$ cat src/rtl/pipe_ctrl.sv
// Pipeline control: stall priority, exception/ERET redirect FSM and optional
// performance counters (enabled with `define PIPE_CTRL_PERF_CNT_EN).
module pipe_ctrl #(
    parameter int unsigned CNT_W = 32
) (
    input  logic             cpu_clk_75M,
    input  logic             cpu_rst_n,
    input  logic             stallreq_if,
    input  logic             stallreq_id,
    input  logic             stallreq_exe,
    input  logic             stallreq_mem,
    input  logic             excp_req,
    input  logic [31:0]      excp_vector,
    input  logic             eret_req,
    input  logic [31:0]      epc,
    input  logic             perf_clr,
    output logic [5:0]       stall,
    output logic             flush,
    output logic [31:0]      new_pc,
    output logic [CNT_W-1:0] perf_stall_cnt,
    output logic [CNT_W-1:0] perf_flush_cnt
);

    typedef enum logic [1:0] {
        RUN   = 2'd0,
        PEND  = 2'd1,
        FLUSH = 2'd2
    } state_t;

    state_t state;
    logic   redirect_req;
    logic   flush_enter;

    assign redirect_req = excp_req | eret_req;
    assign flush_enter  = ((state == RUN) && redirect_req && !stallreq_mem) ||
                          ((state == PEND) && !stallreq_mem);

    // Deepest stalled stage wins; FLUSH overrides every request.
    always_comb begin
        stall = '0;
        if (state != FLUSH) begin
            if (stallreq_mem)      stall = 6'b011111;
            else if (stallreq_exe) stall = 6'b001111;
            else if (stallreq_id)  stall = 6'b000111;
            else if (stallreq_if)  stall = 6'b000011;
        end
    end

    always_ff @(posedge cpu_clk_75M or negedge cpu_rst_n) begin
        if (!cpu_rst_n) begin
            state  <= RUN;
            flush  <= 1'b0;
            new_pc <= '0;
        end else begin
            case (state)
                RUN: begin
                    flush <= 1'b0;
                    if (redirect_req) begin
                        new_pc <= excp_req ? excp_vector : epc;
                        if (stallreq_mem) begin
                            state <= PEND;
                        end else begin
                            state <= FLUSH;
                            flush <= 1'b1;
                        end
                    end
                end
                PEND: begin
                    if (!stallreq_mem) begin
                        state <= FLUSH;
                        flush <= 1'b1;
                    end
                end
                FLUSH: begin
                    state <= RUN;
                    flush <= 1'b0;
                end
                default: begin
                    state <= RUN;
                    flush <= 1'b0;
                end
            endcase
        end
    end

`ifdef PIPE_CTRL_PERF_CNT_EN
    always_ff @(posedge cpu_clk_75M or negedge cpu_rst_n) begin
        if (!cpu_rst_n) begin
            perf_stall_cnt <= '0;
            perf_flush_cnt <= '0;
        end else if (perf_clr) begin
            perf_stall_cnt <= '0;
            perf_flush_cnt <= '0;
        end else begin
            if (stall[0] && (perf_stall_cnt != '1))
                perf_stall_cnt <= perf_stall_cnt + 1'b1;
            if (flush_enter && (perf_flush_cnt != '1))
                perf_flush_cnt <= perf_flush_cnt + 1'b1;
        end
    end
`else
    logic unused_perf;
    assign unused_perf    = perf_clr | flush_enter;
    assign perf_stall_cnt = '0;
    assign perf_flush_cnt = '0;
`endif

endmodule

$ cat config.mk
export PLATFORM = sky130hd
export DESIGN_NAME = pipe_ctrl
export DESIGN_NICKNAME = d
export VERILOG_FILES = /design/src/rtl/pipe_ctrl.sv
export SDC_FILE = /design/constraint.sdc
export NUM_CORES = 1
export LEC_CHECK = 0
export CORE_MARGIN = 1
export CORE_UTILIZATION = 35
export CTS_CLUSTER_DIAMETER = 150
export DETAILED_ROUTE_END_ITERATION = 10
export PLACE_DENSITY = 0.79
export SYNTH_ARGS = -nofsm -noshare
export SYNTH_HDL_FRONTEND = slang
export SYNTH_SLANG_ARGS = --single-unit
$ cat constraint.sdc
create_clock -name cpu_clk_75M -period 1.85 [get_ports cpu_clk_75M]
set_input_delay 0.2775 -clock cpu_clk_75M [delete_from_list [all_inputs] [get_ports cpu_clk_75M]]
set_output_delay 0.2775 -clock cpu_clk_75M [all_outputs]
set_load 0.05 [all_outputs]
==> impl_results.md <==
* Commonest non-fill, non-tap cells in the layout: clkdlybuf4s50_1, conb_1, dfrtp_1
* Most common cell after layout, fill and taps aside: clkdlybuf4s50_1
* Vias per cell at 4.17
* CP max stage cell: clkdlybuf4s50_1
* Core area at 0.00649 mm^2
* Global Route Usage Sum at 13.0%
* R2r startpoint: state[1]$_DFFE_PN0P_
* Worst setup startpoint: new_pc[7]$_DFFE_PN0P_
* FMAX at 580 MHz
* First-pass GRT wire length at 7.20 mm
* Final Max Tran Viols at 0
* Combinational group share of total power at 54.0%
* Cell count after synthesis at 188
* Sequential area share after synthesis at 36.4%
* CP Class: reg2out
* Global route overflow at 0
* Vert. Die Dim at 85.0 um
* Router iterations before antenna repair at 7
* # resized after CTS at 0
* Violations in the final reports: DRC
* Worst setup EP type: primary output
* Cell Chain, Critical Path: clkdlybuf4s50_1
* Ys Warns at 0
* Via count at 1568
* Clock Tree Buf Depth at 2
* Switch share at 43.8%
* Initial Util at 37.1%
* Final setup viols at 0
* Arr. time, crit path at 1.45 ns
* Layout net count at 372
* WL/cell at 12.5 um
* Max cap viols at 0
* CP Launch Type: flop
* Post-synth top area share at 36.4%
* Worst-Margin Slew at 0.777 ns
* Total CTS buffers at 5
* Synth top area cells: dfrtp_1, buf_4, mux2_4
* Top Ports at 176
* Crit path buffers/inverters at 1
* Reg clk slew, reported paths at 0.07 ns
* Routed Antenna Nets at 0
* Post-Syn Area per Cell at 12.8 um^2
* Post-CTS Setup Bufs at 0
* Number of global-route vias before repair at 1501
* Status: complete, but fails checks
* Internal at 0.00189 W
* Die width at 85.0 um
* Share of the clock period used by the worst path at 93.2%
* Detailed Route WL at 4.71 mm
* Crit path max-delay family: buffers and inverters
* Port Buffers at 109
* Area leader, netlist: dfrtp_1
* Sequential share of power at 30.0%
* Pleak at 1.57 nW
* DRT iter0 DRCs at 40
* RePlAce Congestion at 0.689
* Worst Path Max Fanout at 2
* Initial antenna violation count at 0
* Final hold violations at 0
* RSZ-0062 raised after global routing: false
* Clk Latency, worst-skew pair at 0.28 ns
* H-tree depth at 2
* Clk sinks at 35
* Clock Skew at 0.00811 ns
* Post-route DRC violation count at 14
* Power share of the clock group at 16.0%
* Clock root buffer: clkbuf_8
* Sw Pwr at 0.00147 W
* Total inserted antenna cells at 0
* Mapped Area at 0.00241 mm^2
* CP peak stage delay at 0.82 ns
* Distinct cells, synth at 18
* Final Util at 52.7%
* FF+latch count, synth at 35
* Max_slew headroom at 48.2%
* CTS Hold Bufs at 0
* Worst min path class: in2async
* Largest net degree at the start of global routing at 36
* # rows at 29
* CTS tree: yes
* Synthesis-to-layout area growth at 42.1%
* Dpl hpwl at 3.77 mm
* Die area at 0.00722 mm^2
* WHS at 0.0773 ns
* Max rail drop VDD at 0.408 mV
* Power Density at 982 mW/mm^2
* Worst EP required at 1.57 ns
* Minimum clock period at 1.72 ns
* Final TNS setup at 0 ns
* Layout cells sized above 1 at 28.8%
[sequential cells by signal, indices dropped and copies added (netlist names)]
| signal | count |
|---|---|
| flush | 1 |
| new_pc | 32 |
| state | 2 |
[final timing paths]
kind,endpoint,slack [ns],cells past startpoint
max in group asynchronous,new_pc[11]$_DFFE_PN0P_,1.28,1
min in group cpu_clk_75M,new_pc[11]$_DFFE_PN0P_,0.50,1
worst min register to register,new_pc[11]$_DFFE_PN0P_,0.50,1
worst max-delay path,new_pc[7],0.13,1
worst max register to register,new_pc[11]$_DFFE_PN0P_,0.58,4
worst min-delay path,new_pc[2]$_DFFE_PN0P_,0.08,1
[power groups by stage]
stage / combinational [W] / sequential [W] / clock [W]
2_1_floorplan: 0.000773 / 0.00159 / 0
3_3_place_gp: 0.00181 / 0.00101 / 0
3_5_place_dp: 0.00182 / 0.00102 / 0
4_1_cts: 0.00183 / 0.00101 / 0.000571
5_1_grt: 0.00188 / 0.00103 / 0.000604
6_report: 0.00181 / 0.00101 / 0.000539
[metal layers]
metal | up-vias | GRT usage (%) | routed length (um)
li1 | 717 | - | -
met1 | 742 | 13.4 | 1660
met2 | 104 | 24.9 | 2500
met3 | 5 | 4.38 | 518
met4 | 0 | 3.24 | 30
met5 | - | 0 | 0
[Yosys cell counts (all sizes together)]
library cell,number
mux2,64
o21ai,1
conb,1
nor2b,1
buf,73
dfrtp,35
a41o,1
nor3b,1
a21oi,1
inv,2
nor2,5
nor3,3
[kinds of logic after synthesis]
kind of cell           after synthesis  share of synthesized area (%)
buffers and inverters               75                           25.2
multiplexers                        64                           34.4
flip-flops                          35                           36.4
AND/OR/NAND/NOR                     10                           2.49
AO/OA/AOI/OAI                        3                           1.30
other                                1                          0.156
[cell type report]
type / count / area, um^2
clock buffers: 6 / 82.6
clock inverters: 1 / 5.00
fillers: 577 / 3070
inverters: 2 / 7.51
multi-input cells: 142 / 1170
flip-flops and latches: 35 / 876
well taps: 77 / 96.3
repair buffers: 113 / 1190
[per-stage QoR]
step | instance area [um^2] | std cells | setup slack [ns] | power (W)
floorplan | 2650 | 252 | 0.239 | 0.00236
global placement | 3330 | 369 | 0.212 | 0.00282
detailed placement | 3330 | 369 | 0.156 | 0.00285
CTS | 3420 | 376 | 0.102 | 0.00341
global route | 3420 | 376 | 0.0638 | 0.00351
finish | 3420 | 376 | 0.126 | 0.00336
Note: power is estimated with default switching activity, not from simulation.
